==> src/rtl/fp_to_int_converter_if.sv <==
`default_nettype none
// ============================================================================
//  Module      : fp_to_int_converter_if
//  Description : Handshake bundle for the FP32-to-integer converter.
//                Input side : in_valid/in_ready, fp_a, r_mode, is_signed
//                Output side: out_valid/out_ready, int_result, invalid, inexact
//                master = operand producer / result consumer
//                slave  = converter
//  Revision    : 1.0 - initial release
// ============================================================================
interface fp_to_int_converter_if;
    logic        in_valid;
    logic        in_ready;
    logic [31:0] fp_a;
    logic [2:0]  r_mode;
    logic        is_signed;
    logic        out_valid;
    logic        out_ready;
    logic [31:0] int_result;
    logic        invalid;
    logic        inexact;

    modport master (
        output in_valid, fp_a, r_mode, is_signed, out_ready,
        input  in_ready, out_valid, int_result, invalid, inexact
    );

    modport slave (
        input  in_valid, fp_a, r_mode, is_signed, out_ready,
        output in_ready, out_valid, int_result, invalid, inexact
    );
endinterface
`default_nettype wire

==> src/rtl/fp_to_int_converter.sv <==
`default_nettype none
// ============================================================================
//  Module      : fp_to_int_converter
//  Description : Iterative FP32 -> int32/uint32 converter. Unpacks the
//                operand, shifts the mantissa into integer position at most
//                SHIFT_STEP bits per cycle, then rounds and saturates.
//  Ports       : clk   - clock
//                rst_n - asynchronous active-low reset
//                bus   - fp_to_int_converter_if.slave (operand in / result out)
//  Revision    : 1.0 - initial release
// ============================================================================
module fp_to_int_converter #(
    parameter int SHIFT_STEP = 4
) (
    input  wire                          clk,
    input  wire                          rst_n,
    fp_to_int_converter_if.slave         bus
);

    localparam logic [1:0] c_ST_IDLE  = 2'd0;
    localparam logic [1:0] c_ST_SHIFT = 2'd1;
    localparam logic [1:0] c_ST_ROUND = 2'd2;
    localparam logic [1:0] c_ST_DONE  = 2'd3;

    localparam logic [5:0] c_STEP = 6'(SHIFT_STEP);

    logic [1:0]  r_state;
    logic        r_sign;
    logic [2:0]  r_rmode;
    logic        r_signed;
    logic        r_sat;       // NaN, infinity or |x| >= 2^32: result saturates
    logic        r_sat_neg;   // saturate toward the negative end (NaN never does)
    logic [55:0] r_acc;       // [55:24] integer, [23] guard, [22:0] sticky bits
    logic [5:0]  r_cnt;
    logic [31:0] r_result;
    logic        r_invalid;
    logic        r_inexact;

    // Unpack
    logic [7:0]  w_exp;
    logic [23:0] w_mant;
    logic        w_exp_max;
    logic        w_frac_nz;

    assign w_exp     = bus.fp_a[30:23];
    assign w_mant    = {|w_exp, bus.fp_a[22:0]};
    assign w_exp_max = (w_exp == 8'hFF);
    assign w_frac_nz = |bus.fp_a[22:0];

    // Shift step: min(cnt, SHIFT_STEP)
    logic [5:0] w_step;
    assign w_step = (r_cnt < c_STEP) ? r_cnt : c_STEP;

    // Rounding and saturation
    logic        w_g;
    logic        w_s;
    logic        w_inc;
    logic [32:0] w_mag;
    logic [31:0] w_res;
    logic        w_inv;
    logic        w_inx;

    always_comb begin
        w_g   = r_acc[23];
        w_s   = |r_acc[22:0];
        case (r_rmode)
            3'b001:  w_inc = 1'b0;                          // RTZ
            3'b010:  w_inc = (w_g | w_s) & r_sign;          // RDN
            3'b011:  w_inc = (w_g | w_s) & ~r_sign;         // RUP
            3'b100:  w_inc = w_g;                           // RMM
            default: w_inc = w_g & (w_s | r_acc[24]);       // RNE
        endcase
        w_mag = {1'b0, r_acc[55:24]} + {32'd0, w_inc};
        w_res = w_mag[31:0];
        w_inv = 1'b0;
        if (r_sat) begin
            w_inv = 1'b1;
            if (r_signed) w_res = r_sat_neg ? 32'h8000_0000 : 32'h7FFF_FFFF;
            else          w_res = r_sat_neg ? 32'h0000_0000 : 32'hFFFF_FFFF;
        end else if (r_signed) begin
            if (!r_sign && (w_mag > 33'h0_7FFF_FFFF)) begin
                w_inv = 1'b1;
                w_res = 32'h7FFF_FFFF;
            end else if (r_sign && (w_mag > 33'h0_8000_0000)) begin
                w_inv = 1'b1;
                w_res = 32'h8000_0000;
            end else if (r_sign) begin
                w_res = -w_mag[31:0];
            end
        end else begin
            // A negative value that rounds to zero is a legal unsigned 0
            if (r_sign && (w_mag != 33'd0)) begin
                w_inv = 1'b1;
                w_res = 32'h0000_0000;
            end else if (w_mag[32]) begin
                w_inv = 1'b1;
                w_res = 32'hFFFF_FFFF;
            end
        end
        w_inx = (w_g | w_s) & ~w_inv;
    end

    always_ff @(posedge clk or negedge rst_n) begin
        if (!rst_n) begin
            r_state   <= c_ST_IDLE;
            r_sign    <= 1'b0;
            r_rmode   <= 3'd0;
            r_signed  <= 1'b0;
            r_sat     <= 1'b0;
            r_sat_neg <= 1'b0;
            r_acc     <= 56'd0;
            r_cnt     <= 6'd0;
            r_result  <= 32'd0;
            r_invalid <= 1'b0;
            r_inexact <= 1'b0;
        end else begin
            case (r_state)
                c_ST_IDLE: begin
                    if (bus.in_valid) begin
                        r_sign    <= bus.fp_a[31];
                        r_rmode   <= bus.r_mode;
                        r_signed  <= bus.is_signed;
                        r_sat     <= w_exp_max || (w_exp >= 8'd159);
                        r_sat_neg <= bus.fp_a[31] && !(w_exp_max && w_frac_nz);
                        r_cnt     <= 6'd0;
                        r_state   <= c_ST_ROUND;
                        if (w_exp_max || (w_exp >= 8'd159)) begin
                            r_acc <= 56'd0;
                        end else if (w_exp < 8'd127) begin
                            // |x| < 1: only guard and sticky survive
                            if (w_exp == 8'd126)
                                r_acc <= {32'd0, 1'b1, 22'd0, w_frac_nz};
                            else
                                r_acc <= {32'd0, 1'b0, 22'd0, |bus.fp_a[30:0]};
                        end else begin
                            r_acc   <= {32'd0, w_mant};
                            // cnt = e - 126; mod 64 that is e[5:0] + 2
                            r_cnt   <= w_exp[5:0] + 6'd2;
                            r_state <= c_ST_SHIFT;
                        end
                    end
                end
                c_ST_SHIFT: begin
                    r_acc <= r_acc << w_step;
                    r_cnt <= r_cnt - w_step;
                    if (r_cnt == w_step) r_state <= c_ST_ROUND;
                end
                c_ST_ROUND: begin
                    r_result  <= w_res;
                    r_invalid <= w_inv;
                    r_inexact <= w_inx;
                    r_state   <= c_ST_DONE;
                end
                default: begin
                    if (bus.out_ready) r_state <= c_ST_IDLE;
                end
            endcase
        end
    end

    assign bus.in_ready   = (r_state == c_ST_IDLE);
    assign bus.out_valid  = (r_state == c_ST_DONE);
    assign bus.int_result = r_result;
    assign bus.invalid    = r_invalid;
    assign bus.inexact    = r_inexact;

endmodule
`default_nettype wire

==> src/flat_wrapper.sv <==
// flat-port wrapper written by rule: the top's interface ports become plain ports
module fp_to_int_converter_flat 
#(
    parameter int SHIFT_STEP = 4
)
  (clk, rst_n, bus_in_valid, bus_fp_a, bus_r_mode, bus_is_signed, bus_out_ready, bus_in_ready, bus_out_valid, bus_int_result, bus_invalid, bus_inexact);
  fp_to_int_converter_if bus_i ();
  input  wire clk;
  input  wire rst_n;
  input wire logic [$bits(bus_i.in_valid)-1:0] bus_in_valid;
  input wire logic [$bits(bus_i.fp_a)-1:0] bus_fp_a;
  input wire logic [$bits(bus_i.r_mode)-1:0] bus_r_mode;
  input wire logic [$bits(bus_i.is_signed)-1:0] bus_is_signed;
  input wire logic [$bits(bus_i.out_ready)-1:0] bus_out_ready;
  output wire logic [$bits(bus_i.in_ready)-1:0] bus_in_ready;
  output wire logic [$bits(bus_i.out_valid)-1:0] bus_out_valid;
  output wire logic [$bits(bus_i.int_result)-1:0] bus_int_result;
  output wire logic [$bits(bus_i.invalid)-1:0] bus_invalid;
  output wire logic [$bits(bus_i.inexact)-1:0] bus_inexact;
  assign bus_i.in_valid = bus_in_valid;
  assign bus_i.fp_a = bus_fp_a;
  assign bus_i.r_mode = bus_r_mode;
  assign bus_i.is_signed = bus_is_signed;
  assign bus_i.out_ready = bus_out_ready;
  assign bus_in_ready = bus_i.in_ready;
  assign bus_out_valid = bus_i.out_valid;
  assign bus_int_result = bus_i.int_result;
  assign bus_invalid = bus_i.invalid;
  assign bus_inexact = bus_i.inexact;
  fp_to_int_converter #(.SHIFT_STEP(SHIFT_STEP)) u_core (.clk(clk), .rst_n(rst_n), .bus(bus_i));
endmodule
==> config.mk <==
export PLATFORM = sky130hd
export DESIGN_NAME = fp_to_int_converter_flat
export DESIGN_NICKNAME = d
export VERILOG_FILES = /design/src/rtl/fp_to_int_converter_if.sv /design/src/rtl/fp_to_int_converter.sv /design/src/flat_wrapper.sv
export SDC_FILE = /design/constraint.sdc
export NUM_CORES = 1
export LEC_CHECK = 0
export ABC_AREA = 0
export BUFFER_PORTS_ARGS = -buffer_cell sky130_fd_sc_hd__buf_4
export CELL_PAD_IN_SITES_DETAIL_PLACEMENT = 1
export CELL_PAD_IN_SITES_GLOBAL_PLACEMENT = 2
export CORE_ASPECT_RATIO = 1.1
export CORE_MARGIN = 2
export CORE_UTILIZATION = 37
export DETAILED_ROUTE_END_ITERATION = 8
export GPL_ROUTABILITY_DRIVEN = 0
export GPL_TIMING_DRIVEN = 0
export PLACE_DENSITY = 0.82
export SETUP_SLACK_MARGIN = 0.15
export SYNTH_ARGS = -nofsm -noshare
export SYNTH_HDL_FRONTEND = slang
export SYNTH_SLANG_ARGS = --single-unit
==> constraint.sdc <==
create_clock -name clk -period 5 [get_ports clk]
set_input_delay 0.25 -clock clk [delete_from_list [all_inputs] [get_ports clk]]
set_output_delay 0.25 -clock clk [all_outputs]
set_load 0.005 [all_outputs]
---- After elaboration in Yosys (flattened, before gate mapping) ----
Index checks and enable logic that the tools add are counted.
W data, S select, Z words.
cells by class
  add/subtract/negate cells ............... 4
  order comparisons ....................... 5
  eq/ne operators ......................... 12
  shift operators ......................... 1
  mux-type cells .......................... 33
  bitwise operators ....................... 8
  reduce and logical (&&, ||, !) cells .... 19
operators with widths
  cell                    number
  $mux W32                10
  $mux W56                2
  $pmux W56 S2            1
  $shl A56 B6 Y56         1
  $mux W24                2
  $reduce_or A23 Y1       2
  $add A32 B1 Y33         1
  $gt A33 B31 Y1 const B  1
  $gt A33 B32 Y1 const B  1
  $reduce_bool A33 Y1     1
  $neg A32 Y32            1
  $reduce_or A31 Y1       1
  $mux W6                 4
  $pmux W6 S2             1
  $mux W2                 5
  $eq A8 B7 Y1 const B    1
  $eq A8 B8 Y1 const B    1
  $ge A8 B8 Y1 const B    1
  $lt A8 B7 Y1 const B    1
  $reduce_or A8 Y1        1
  $add A6 B2 Y6 const B   1
  $eq A3 B2 Y1 const B    2
  $eq A6 B6 Y1            1
  $lt A6 B3 Y1 const B    1
  21 further kinds        38
word-level totals
  bits in registers ....................... 105
  bits of input ports ..................... 40
  output and inout bits ................... 36
  logic and storage cells ................. 93

---- Logic depth before layout (Yosys ltp) ----
Gate-level depths: netlist of run 1.
  word-level depth ........................ 13
  depth in mapped cells ................... 19
  gate-level depth less buffers ........... 16

---- Least setup slack after synthesis of run 1 ----
No wires, ideal clock.
  path type ............................... register to register
  start ................................... register u_core.r_acc[11]
  end ..................................... register u_core.r_result[10], in the netlist u_core.bus.int_result[10]
  setup time .............................. 0.095 ns
  data arrival time ....................... 4.159 ns
  data required time ...................... 4.905 ns
  slack ................................... 0.746 ns
  cell stages (with the launch flop) ...... 20
  buffers on the path ..................... 3
  clock period less this slack ............ 4.254 ns
  cells stage by stage .................... dfrtp_1 > nor4_1 > nand4_1 > a2111oi_0 > o32a_1 > nor2_1 > ha_1 > ha_1 > and4_1 > clkbuf_1 > nand4_1 > xnor2_1 > nor4_1 > nand2_1 > nor3_4 > a41o_1 > buf_4 > nor2_4 > buf_8 > nor4_4
on the way
  longest elaborated chain between the ends .. 11
  elaborated cells on any way between the ends .. 22
  classes of those cells .................. 2 x add/sub; 2 x order compare; 8 x mux; 5 x bitwise; 5 x reduce/logical
ends and longest elaborated chain
  what                                                    RTL line                                                                         RTL
  start: declaration                                      fp_to_int_converter.sv:33                                                        logic [55:0] r_acc;
  start signal: assignment                                fp_to_int_converter.sv:132                                                       r_acc <= {32'd0, 1'b1, 22'd0, w_frac_nz};
  start signal: assignment                                fp_to_int_converter.sv:134                                                       r_acc <= {32'd0, 1'b0, 22'd0, |bus.fp_a[30:0]};
  start signal: assignment                                fp_to_int_converter.sv:136                                                       r_acc <= {32'd0, w_mant};
  $reduce_or A23 Y1 *                                     fp_to_int_converter.sv:65                                                        w_s = |r_acc[22:0];
  $or A1 B1 Y1 (on tied branches)                         fp_to_int_converter.sv:71, fp_to_int_converter.sv:68, fp_to_int_converter.sv:69
  $and A1 B1 Y1 (on tied branches)                        fp_to_int_converter.sv:71, fp_to_int_converter.sv:68, fp_to_int_converter.sv:69
  $pmux W1 S4 *                                           fp_to_int_converter.sv:66                                                        case (r_rmode)
  $add A32 B1 Y33 *                                       fp_to_int_converter.sv:73                                                        w_mag = {1'b0, r_acc[55:24]} + {32'd0, w_inc};
  $neg A32 Y32 / $gt A33 B32 Y1 (equally long branches)   fp_to_int_converter.sv:88, fp_to_int_converter.sv:84
  $mux W32 / $logic_and A1 B1 Y1 (equally long branches)  fp_to_int_converter.sv:87, fp_to_int_converter.sv:84
  $mux W32                                                fp_to_int_converter.sv:84                                                        end else if (r_sign && (w_mag > 33'h0_8000_0000)) begin
  $mux W32                                                fp_to_int_converter.sv:81                                                        if (!r_sign && (w_mag > 33'h0_7FFF_FFFF)) begin
  $mux W32 *                                              fp_to_int_converter.sv:80                                                        end else if (r_signed) begin
  $mux W32 *                                              fp_to_int_converter.sv:76                                                        if (r_sat) begin
  end signal: assignment                                  fp_to_int_converter.sv:149                                                       r_result <= w_res;
  end: declaration                                        fp_to_int_converter.sv:35                                                        logic [31:0] r_result;
Every way passes the cells marked *; elsewhere a longest branch is shown, timed or not.
A chain may end at the register's enable or synchronous reset.

---- Worst setup path after layout of run 1 ----
  start ................................... register u_core.r_sign
  end ..................................... register u_core.r_result[2], in the netlist u_core.bus.int_result[2]
on the way
  longest elaborated chain between the ends .. 10
  elaborated cells on any way between the ends .. 20
  classes of those cells .................. 2 x add/sub; 2 x order compare; 8 x mux; 3 x bitwise; 5 x reduce/logical
ends and longest elaborated chain
  what                                                    RTL line                                              RTL
  start: declaration                                      fp_to_int_converter.sv:28                             logic r_sign;
  start signal: assignment                                fp_to_int_converter.sv:120                            r_sign <= bus.fp_a[31];
  $not A1 Y1                                              fp_to_int_converter.sv:69                             3'b011: w_inc = (w_g | w_s) & ~r_sign;
  $and A1 B1 Y1                                           fp_to_int_converter.sv:69
  $pmux W1 S4                                             fp_to_int_converter.sv:66
  $add A32 B1 Y33                                         fp_to_int_converter.sv:73
  $neg A32 Y32 / $gt A33 B32 Y1 (equally long branches)   fp_to_int_converter.sv:88, fp_to_int_converter.sv:84
  $mux W32 / $logic_and A1 B1 Y1 (equally long branches)  fp_to_int_converter.sv:87, fp_to_int_converter.sv:84
  $mux W32                                                fp_to_int_converter.sv:84
  $mux W32                                                fp_to_int_converter.sv:81
  $mux W32 *                                              fp_to_int_converter.sv:80
  $mux W32 *                                              fp_to_int_converter.sv:76
Marked as above.

==> flow_metrics.env, run 1 <==
export IMPL_outcome="finished, final reports clean"
export IMPL_area_growth_syn_to_layout_pct=19.2
export IMPL_endpoint_kind="flip-flop"
export IMPL_critPathMaxStageDelay_ns=0.49
export IMPL_antenna_cells=0
export IMPL_ys_async_sr_fraction_pct=100
export IMPL_root_buffer="clkbuf_16"
export IMPL_antenna_found_initial=0
export IMPL_crit_fanout=10
export IMPL_final_antenna_net_count=0
export IMPL_grt_overflow_total=0
export IMPL_rsz0062_at_grt="no"
export IMPL_path_cells="buf_6 > clkbuf_4 > xnor2_1 > o32a_1 > nor2_2 > ha_2 > nand3_1 > or4_1 > buf_2 > xnor2_1 > o21ai_0 > nor4_4 > nand4_1 > buf_4 > a21oi_4 > nor4_1 > nor4_1"
export IMPL_fin_area_um2=10600
export IMPL_timing_final_hold_violations=0
export IMPL_whs_ns=0.107
export IMPL_placed_cell_area_um2=9860
export IMPL_nNetsFinal=1252
export IMPL_slew_headroom_pct=35.6
export IMPL_worstSetupStartpointType="flip-flop"
export IMPL_critPathTopFamily="simple AND/OR/NAND/NOR gates"
export IMPL_fin_skew_ns=0.0127
export IMPL_synth_area_um2=8890
export IMPL_boundaryPins=76
export IMPL_track_usage_pct=27.3
export IMPL_grt_use_met3_pct=2.76
export IMPL_port_buffers=74
export IMPL_synth_distinct_cells=74
export IMPL_yosysSeqAreaShare_pct=29.6
export IMPL_synth_area_per_cell_um2=8.07
export IMPL_grt_pass1_vias=9521
export IMPL_cts_inserted_buffers=9
export IMPL_critPathArrivalTime_ns=4.91
export IMPL_drc_errors=0
export IMPL_drv_slew=0
export IMPL_synthCells=1102
export IMPL_fp_dieArea_um2=25300
export IMPL_routedWlPerCell_um=23.1
export IMPL_leakage_uw=0.00435
export IMPL_period_minus_slack_ns=4.65
export IMPL_postSynthNetCount=1154
export IMPL_start_util_pct=37.6
export IMPL_synth_edf_count=0
export IMPL_row_count=59
export IMPL_yosysWarnings=0
export IMPL_viasPerCell=6.13
export IMPL_p_per_area_nw_per_um2=704
export IMPL_synth_seq_cells=105
export IMPL_cp_required_ns=5.26
export IMPL_wirelength_um=34900
export IMPL_maxCapViolations=0
export IMPL_timing_final_crit_share_pct=93.1
export IMPL_drive_gt1_share_pct=18.0
export IMPL_yosys_most_used_dff="dfrtp_1"
export IMPL_die_y_um=167
export IMPL_grt_max_degree=63
export IMPL_htreeDepth=3
export IMPL_worst_pin_slew_ns=0.962
export IMPL_clock_sinks=105
export IMPL_setup_viol=0
export IMPL_gr_max_usage_layer="met2"
export IMPL_core_um2=23600
export IMPL_vdd_drop_max_mv=0.228
export IMPL_grt_use_met2_pct=47.5
export IMPL_hold_class="input port to flip-flop"
export IMPL_clk_pin_slew_ns=0.08
export IMPL_fmax_ghz=0.215
export IMPL_die_w_um=152
export IMPL_dp_hpwl_um=26500
export IMPL_cp_slowest_cell="or4_1"
export IMPL_cts_tree="done"
export IMPL_dr_pass1_iters=6
export IMPL_clk_latency_ns=0.37
export IMPL_use_met1_pct=34.5
export IMPL_grt_pass1_wl_um=55600
export IMPL_crit_buf_inv=4
export IMPL_critPathKind="flip-flop to flip-flop"
export IMPL_via_count=9259
export IMPL_drt_initial_drc_count=604
export IMPL_cts_buffer_depth=2
[cells by family (layout without fill, tap and decap cells)]
family,after synthesis,count (layout),synth area share [%]
xor+xnor,51,51,5.02
fa+ha+maj,12,12,1.69
mux,67,67,9.36
other cells,1,1,0.0422
compound gates,313,313,22.6
simple gates,427,427,25.0
flops,105,105,29.6
buf+inv,126,229,6.75
[metrics by stage]
| step | util, % | std cells | TNS [ns] | power (µW) | setup slack, ns |
|---|---|---|---|---|---|
| 2_1_floorplan | - | 1102 | 0 | 4760 | 0.746 |
| 3_3_place_gp | 41.6 | 1481 | -23.00 | 6310 | -0.944 |
| 3_5_place_dp | 41.7 | 1482 | -25.39 | 6360 | -0.982 |
| 4_1_cts | 44.0 | 1504 | 0 | 7300 | 0.172 |
| 5_1_grt | 44.8 | 1510 | 0 | 8020 | 0.102 |
| 6_report | 44.8 | 1510 | 0 | 7460 | 0.345 |
[final timing paths]
kind	cells past startpoint	to	start	slack (ns)
max reg2reg	17	u_core.bus.int_result[2]$_DFFE_PN0P_	u_core.r_sign$_DFFE_PN0P_	0.35
max in group asynchronous	3	u_core.r_acc[22]$_DFFE_PN0P_	rst_n	3.81
min reg2reg	2	u_core.bus.int_result[12]$_DFFE_PN0P_	u_core.bus.int_result[12]$_DFFE_PN0P_	0.55
min	2	u_core.r_rmode[0]$_DFFE_PN0P_	bus_r_mode[0]	0.11
max	17	u_core.bus.int_result[2]$_DFFE_PN0P_	u_core.r_sign$_DFFE_PN0P_	0.35
min in group asynchronous	2	u_core.bus.int_result[7]$_DFFE_PN0P_	rst_n	0.43
[metal layers]
| metal | part of all wire, % | up-vias | wire length [µm] |
|---|---|---|---|
| met5 | 0 | - | 0 |
| met4 | 3.6 | 0 | 1260 |
| met3 | 4.2 | 72 | 1460 |
| met2 | 50 | 316 | 17400 |
| met1 | 42 | 4591 | 14800 |
| li1 | - | 4280 | - |
[synthesized netlist by cell type, types with 6 or more instances]
cell / n / area, µm²
dfrtp_1: 105 / 2630
nor2_1: 75 / 282
o211ai_1: 6 / 45.0
o21ai_0: 69 / 345
xor2_1: 20 / 175
ha_1: 12 / 150
xnor2_1: 31 / 272
a22oi_1: 7 / 52.6
and3_1: 22 / 138
o22ai_1: 8 / 50.1
a31oi_1: 9 / 56.3
a21o_1: 10 / 75.1
o31ai_1: 18 / 135
o21a_1: 7 / 52.6
a211oi_1: 19 / 143
mux2_2: 9 / 101
buf_4: 7 / 52.6
mux4_2: 12 / 270
and2_1: 8 / 50.1
nor4_1: 34 / 213
inv_1: 25 / 93.8
a221o_1: 19 / 190
buf_1: 9 / 33.8
clkbuf_1: 66 / 248
mux2i_1: 46 / 460
nor4_4: 7 / 149
nand3_1: 39 / 195
nand4_1: 22 / 138
a21oi_1: 99 / 495
nand2_1: 140 / 526
or4_1: 7 / 52.6
buf_6: 9 / 101
nor3_1: 40 / 200
[area by class of cell]
cell class,instances,area (µm²)
Multi-Input combinational cell,871,5990
Clock inverter,6,62.6
Fill cell,2895,13000
Tap cell,305,382
Inverter,26,97.6
Timing Repair Buffer,87,688
Sequential cell,105,2630
Buffer,100,514
Clock buffer,10,229
[report_power, final]
part | internal [µW] | switching, µW | total, µW
clock network | 352 | 386 | 738
registers | 1220 | 404 | 1630
logic | 1960 | 3130 | 5090
[state kept, by name, indices dropped and copies added, names as in the netlist]
| name | cells |
|---|---|
| u_core.bus.inexact | 1 |
| u_core.r_sat | 1 |
| u_core.r_cnt | 6 |
| u_core.bus.int_result | 32 |
| u_core.r_sat_neg | 1 |
| u_core.r_sign | 1 |
| u_core.r_signed | 1 |
| u_core.r_state | 2 |
| u_core.bus.invalid | 1 |
| u_core.r_rmode | 3 |
| u_core.r_acc | 56 |
[cells in the final DEF (no fill, tap or decap), drive strengths merged, types with 6 or more instances in the layout]
master / count
nand3: 39
nor3: 41
xnor2: 31
inv: 27
o21a: 7
buf: 119
o22ai: 8
a22oi: 7
a221o: 19
mux2: 9
a211oi: 19
nand2: 140
and2: 8
nand4: 23
clkbuf: 75
or4: 7
nor2: 76
a21oi: 99
mux4: 12
a31oi: 10
ha: 12
o21ai: 74
o211ai: 6
dfrtp: 105
and3: 22
a21o: 10
mux2i: 46
o31ai: 18
nor4: 42
xor2: 20
[what timing repair did]
item	4_1_cts	5_1_grt
pin swaps	6	9
buffers inserted	5	6
hold endpoints to repair	43	0
gates resized for setup	39	32
setup endpoints to repair	34	34
hold buffers	1	0
No activity file was read; power rests on OpenSTA's default activity.
==> run 2: changes to the inputs <==
- CORE_UTILIZATION: 37 -> 40
- PLACE_DENSITY: 0.82 -> 0.88
- clock period: 5 -> 5.6 ns (I/O delays scaled with it)
==> run 2 against run 1 <==
  * Wire length shrank 2.9%
  * First-iteration DRC count shrank 7.0%
  * Sequential power shrank 12%
  * Critical endpoint is now u_core.bus.int_result[21]$_DFFE_PN0P_
  * Critical path depth is the same
  * Combinational power shrank 14%
  * Total power shrank 13%
  * Sequential cell count is the same
  * Clock power shrank 9.5%
  * Die area shrank 7.3%
  * Critical path type unchanged
  * Clock skew grew 0.0015 ns
  * Global-route usage grew 1.7 points
  * Worst setup slack gained 0.020 ns
  * Largest power group unchanged
==> flow_metrics.env, run 2 (same netlist as run 1, synthesis figures left out) <==
export IMPL_setup_tns_ns=0
export IMPL_vdd_drop_max_mv=0.222
export IMPL_critPathArrivalTime_ns=5.51
export IMPL_track_usage_pct=28.9
export IMPL_multi_input_area_um2=5730
export IMPL_crit_fanout=10
export IMPL_cp_required_ns=5.87
export IMPL_core_um2=22000
export IMPL_wirelength_um=33800
export IMPL_critPathKind="flip-flop to flip-flop"
export IMPL_dp_hpwl_um=25700
export IMPL_fmax_ghz=0.191
export IMPL_port_buffers=74
export IMPL_hold_class="input port to flip-flop"
export IMPL_drt_initial_drc_count=562
export IMPL_timing_final_hold_violations=0
export IMPL_clock_sinks=105
export IMPL_rsz0062_at_grt="no"
export IMPL_maxCapViolations=0
export IMPL_routedWlPerCell_um=22.6
export IMPL_grt_max_degree=106
export IMPL_largest_reg_flops=56
export IMPL_boundaryPins=76
export IMPL_grt_pass1_vias=9435
export IMPL_timing_final_crit_share_pct=93.5
export IMPL_endpoint_kind="flip-flop"
export IMPL_worstSetupStartpointType="flip-flop"
export IMPL_fin_cells=1494
export IMPL_layout_commonest_cell="nand2_1"
export IMPL_antenna_cells=0
export IMPL_p_per_area_nw_per_um2=630
export IMPL_dp_cells=1471
export IMPL_fin_skew_ns=0.0142
export IMPL_nNetsFinal=1246
export IMPL_startpoint="u_core.r_sign$_DFFE_PN0P_"
export IMPL_cts_tree="done"
export IMPL_final_antenna_net_count=0
export IMPL_cts_buffer_depth=2
export IMPL_r2r_start="u_core.r_sign$_DFFE_PN0P_"
export IMPL_setup_viol=0
export IMPL_top_register="u_core.r_acc"
export IMPL_seq_area_um2=2630
export IMPL_cts_inserted_buffers=9
export IMPL_root_buffer="clkbuf_16"
export IMPL_grt_pass1_wl_um=53700
export IMPL_area_growth_syn_to_layout_pct=15.4
export IMPL_antenna_found_initial=0
export IMPL_final_cell_mix="140 x nand2_1, 105 x dfrtp_1, 98 x a21oi_1"
export IMPL_start_util_pct=40.5
export IMPL_clk_pin_slew_ns=0.08
export IMPL_min_from="bus_r_mode[2]"
export IMPL_drc_errors=0
export IMPL_fillers=2734
export IMPL_row_count=57
export IMPL_period_minus_slack_ns=5.23
export IMPL_worst_pin_slew_ns=0.912
export IMPL_dr_pass1_iters=5
export IMPL_die_w_um=146
export IMPL_outcome="finished, final reports clean"
export IMPL_die_y_um=160
export IMPL_fp_dieArea_um2=23400
export IMPL_viasPerCell=6.12
export IMPL_via_count=9141
export IMPL_drive_gt1_share_pct=14.3
export IMPL_slew_headroom_pct=38.7
export IMPL_htreeDepth=3
export IMPL_clk_latency_ns=0.37
export IMPL_leakage_uw=0.00424
export IMPL_grt_overflow_total=0
export IMPL_drv_slew=0
[run 2: cell count changes in the layout (fill, tap and decap cells not counted), sizes merged]
cell,previous run,this run
clkbuf,75,77
clkinv,5,3
inv,27,29
buf,119,111
[run 2: timing repair]
| item | CTS | global route |
|---|---|---|
| buffers inserted | 0 | 5 |
| hold buffers | 0 | 1 |
| endpoints found under the setup margin | 25 | 34 |
| hold endpoints to repair | 0 | 50 |
| pin swaps | 0 | 3 |
| gates resized for setup | 6 | 10 |
[run 2: path summary, 6_finish.rpt]
| kind | to | slack [ns] | cells after the start |
|---|---|---|---|
| setup / recovery | u_core.bus.int_result[21]$_DFFE_PN0P_ | 0.37 | 17 |
| setup reg to reg | u_core.bus.int_result[21]$_DFFE_PN0P_ | 0.37 | 17 |
| min in group asynchronous | u_core.bus.int_result[7]$_DFFE_PN0P_ | 0.41 | 2 |
| hold / removal | u_core.r_rmode[2]$_DFFE_PN0P_ | 0.14 | 2 |
| hold reg to reg | u_core.bus.inexact$_DFFE_PN0P_ | 0.52 | 1 |
| max in group asynchronous | u_core.r_acc[8]$_DFFE_PN0P_ | 4.50 | 3 |
[run 2: layout make-up]
class	instances	share of cell area [%]
buffer	100	4.94
clock buffer	10	2.33
clock inverter	6	0.561
inverter	26	0.951
multi-input combinational	871	55.8
sequential	105	25.6
tap	295	3.60
timing repair buffer	81	6.18
[run 2: worst max-delay path, stage by stage (launching register included)]
cell and delay (ns):
dfrtp_1 0.38, buf_6 0.15, clkbuf_2 0.25, xnor2_1 0.19, o32a_1 0.30, nor2_1 0.26
ha_1 0.29, ha_1 0.29, nand4_1 0.23, buf_6 0.24, nor4_1 0.70, o211ai_1 0.23
nor4_2 0.35, nand4_1 0.24, nand3_1 0.37, clkbuf_2 0.34, a21oi_1 0.09, a211oi_1 0.23
[run 2: where the power goes]
group | switching [µW] | internal [µW] | leakage (µW)
Sequential | 338 | 1090 | 0.00133
Combinational | 2720 | 1650 | 0.00277
Clock | 342 | 326 | 0.000147
[run 2: routing by layer]
| metal | global-route usage (%) | part of all wire (%) | wire, µm | up-vias |
|---|---|---|---|---|
| li1 | - | - | - | 4271 |
| met2 | 50.6 | 50 | 16800 | 289 |
| met4 | 13.2 | 3.9 | 1320 | 0 |
| met1 | 35.2 | 42 | 14200 | 4501 |
| met5 | 0 | 0 | 0 | - |
| met3 | 4.32 | 4.7 | 1590 | 80 |
[run 2: per-stage QoR]
stage | setup WS, ns | total power (µW) | hold WS, ns | instance area, µm² | utilization [%]
3_5_place_dp | -0.215 | 5650 | 0.509 | 9820 | 44.7
3_3_place_gp | -0.214 | 5570 | 0.486 | 9820 | 44.7
2_1_floorplan | 1.35 | 4250 | -0.0156 | 8890 | -
5_1_grt | 0.149 | 6950 | 0.138 | 10300 | 46.7
4_1_cts | 0.151 | 6360 | 0.127 | 10100 | 46.1
6_report | 0.365 | 6470 | 0.138 | 10300 | 46.7
==> run 3: changes to the inputs <==
- CORE_ASPECT_RATIO: 1.1 -> 0.75
==> run 3 against run 2 <==
  * Critical path depth fell by 1
  * Global-route usage rose by 0.66 points
  * Sequential power barely moved
  * Fmax barely moved
  * Largest cell class unchanged
  * Largest power group unchanged
==> flow_metrics.env, run 3 (same netlist as run 1, synthesis figures left out) <==
export IMPL_crit_fanout=10
export IMPL_timing_final_crit_share_pct=93.4
export IMPL_grt_pass1_wl_um=54000
export IMPL_root_buffer="clkbuf_16"
export IMPL_r2r_setup_slack_ns=0.37
export IMPL_antenna_found_initial=0
export IMPL_fillers=2694
export IMPL_antenna_cells=0
export IMPL_endpoint_kind="flip-flop"
export IMPL_fmax_ghz=0.191
export IMPL_vdd_drop_max_mv=0.291
export IMPL_leakage_uw=0.00424
export IMPL_setup_viol=0
export IMPL_whs_endpoint="u_core.r_signed$_DFFE_PN0P_"
export IMPL_reg2reg_to="u_core.bus.inexact$_DFFE_PN0P_"
export IMPL_min_path_cells=2
export IMPL_layout_commonest_cell="nand2_1"
export IMPL_clk_latency_ns=0.38
export IMPL_period_minus_slack_ns=5.23
export IMPL_final_cell_mix="139 x nand2_1, 105 x dfrtp_1, 98 x a21oi_1"
export IMPL_grt_pass1_vias=9097
export IMPL_via_count=9520
export IMPL_area_growth_syn_to_layout_pct=15.5
export IMPL_die_y_um=133
export IMPL_critPathArrivalTime_ns=5.49
export IMPL_reg2regPathDepth=16
export IMPL_critPathKind="flip-flop to flip-flop"
export IMPL_top_register="u_core.r_acc"
export IMPL_worstSetupStartpointType="flip-flop"
export IMPL_cts_buffer_depth=2
export IMPL_min_from="bus_is_signed"
export IMPL_slew_headroom_pct=32.2
export IMPL_clock_sinks=105
export IMPL_fin_area_um2=10300
export IMPL_finalWorstSetupSlack_ns=0.368
export IMPL_start_util_pct=40.5
export IMPL_boundaryPins=76
export IMPL_row_count=47
export IMPL_fp_dieArea_um2=23400
export IMPL_outcome="finished, final reports clean"
export IMPL_hold_class="input port to flip-flop"
export IMPL_placed_cell_area_um2=9850
export IMPL_clk_pin_slew_ns=0.07
export IMPL_grt_overflow_total=0
export IMPL_grt_max_degree=82
export IMPL_drc_errors=0
export IMPL_routedWlPerCell_um=23.2
export IMPL_p_per_area_nw_per_um2=633
export IMPL_pre_cts_slack_ns=-0.361
export IMPL_maxCapViolations=0
export IMPL_drive_gt1_share_pct=14.8
export IMPL_htreeDepth=3
export IMPL_timing_final_hold_violations=0
export IMPL_fin_skew_ns=0.0157
export IMPL_cts_inserted_buffers=9
export IMPL_r2r_start="u_core.r_sign$_DFFE_PN0P_"
export IMPL_port_buffers=74
export IMPL_drv_slew=0
export IMPL_dp_hpwl_um=26500
export IMPL_largest_reg_flops=56
export IMPL_cp_required_ns=5.85
export IMPL_viasPerCell=6.38
export IMPL_core_um2=21900
export IMPL_rsz0062_at_grt="no"
export IMPL_drt_initial_drc_count=1044
export IMPL_dr_pass1_iters=7
export IMPL_final_antenna_net_count=0
export IMPL_worst_pin_slew_ns=1.01
export IMPL_cts_tree="done"
export IMPL_nNetsFinal=1244
export IMPL_wirelength_um=34600
export IMPL_die_w_um=176
export IMPL_track_usage_pct=29.6
==> run 3: what timing repair did <==
item,4_1_cts,5_1_grt
buffers inserted,0,3
setup endpoints to repair,25,34
endpoints found under the hold margin,24,0
hold buffers,1,0
pin swaps,0,4
gates resized for setup,5,22
==> run 3: worst max-delay path by stage <==
| stage | startpoint | end | cells after the start |
|---|---|---|---|
| after detailed placement | u_core.r_sign$_DFFE_PN0P_ | u_core.bus.int_result[4]$_DFFE_PN0P_ | 17 |
| after floorplan | u_core.r_acc[11]$_DFFE_PN0P_ | u_core.bus.int_result[10]$_DFFE_PN0P_ | 19 |
| after global placement | u_core.r_sign$_DFFE_PN0P_ | u_core.bus.int_result[4]$_DFFE_PN0P_ | 17 |
| after global routing | u_core.r_acc[11]$_DFFE_PN0P_ | u_core.bus.int_result[30]$_DFFE_PN0P_ | 20 |
| after CTS | u_core.r_acc[21]$_DFFE_PN0P_ | u_core.bus.int_result[30]$_DFFE_PN0P_ | 19 |
| final | u_core.r_sign$_DFFE_PN0P_ | u_core.bus.inexact$_DFFE_PN0P_ | 16 |
==> run 3: worst max-delay path, cell delays in order (launching register included) <==
cell and delay (ns):
dfrtp_1 0.37, buf_6 0.14, clkbuf_2 0.26, xnor2_1 0.20
o32a_1 0.29, nor2_1 0.29, ha_1 0.28, ha_1 0.29
nand4_1 0.28, or4_1 0.62, nor2_1 0.22, nand3_1 0.15
clkbuf_1 0.30, nand2_1 0.31, clkbuf_1 0.54, o22ai_1 0.26
a32o_1 0.31
==> run 3: power by group <==
| group | leakage [µW] | internal, µW | switching (µW) |
|---|---|---|---|
| clock | 0.000133 | 305 | 333 |
| combinational | 0.00278 | 1630 | 2800 |
| sequential | 0.00133 | 1090 | 346 |
| total | 0.00424 | 3020 | 3480 |
==> run 3: area by class of cell <==
| class | instances | area (µm²) | area share, % |
|---|---|---|---|
| Multi-Input combinational cell | 871 | 5780 | 56.3 |
| Sequential cell | 105 | 2630 | 25.6 |
| Timing Repair Buffer | 79 | 619 | 6.03 |
| Buffer | 100 | 508 | 4.95 |
| Tap cell | 294 | 368 | 3.58 |
| Clock buffer | 10 | 229 | 2.23 |
| Inverter | 26 | 97.6 | 0.950 |
| Clock inverter | 6 | 43.8 | 0.426 |
==> run 3: routing by layer <==
layer | track usage [%] | wire length (µm) | vias to the layer above
met5 | 0 | 0 | -
met4 | 3.90 | 243 | 0
met3 | 7.22 | 3100 | 20
met2 | 40.5 | 14000 | 414
met1 | 47.3 | 17200 | 4805
li1 | - | - | 4281
==> run 3: stage by stage <==
step           hold WS (ns)  total power (µW)  std cells  setup TNS (ns)  utilization [%]
2_1_floorplan       -0.0156              4250       1102               0                -
3_3_place_gp          0.491              5600       1470           -3.48             44.7
3_5_place_dp          0.164              5680       1471           -4.90             44.9
4_1_cts               0.134              6350       1488               0             46.3
5_1_grt               0.133              6930       1491               0             46.8
6_report              0.144              6500       1491               0             46.8
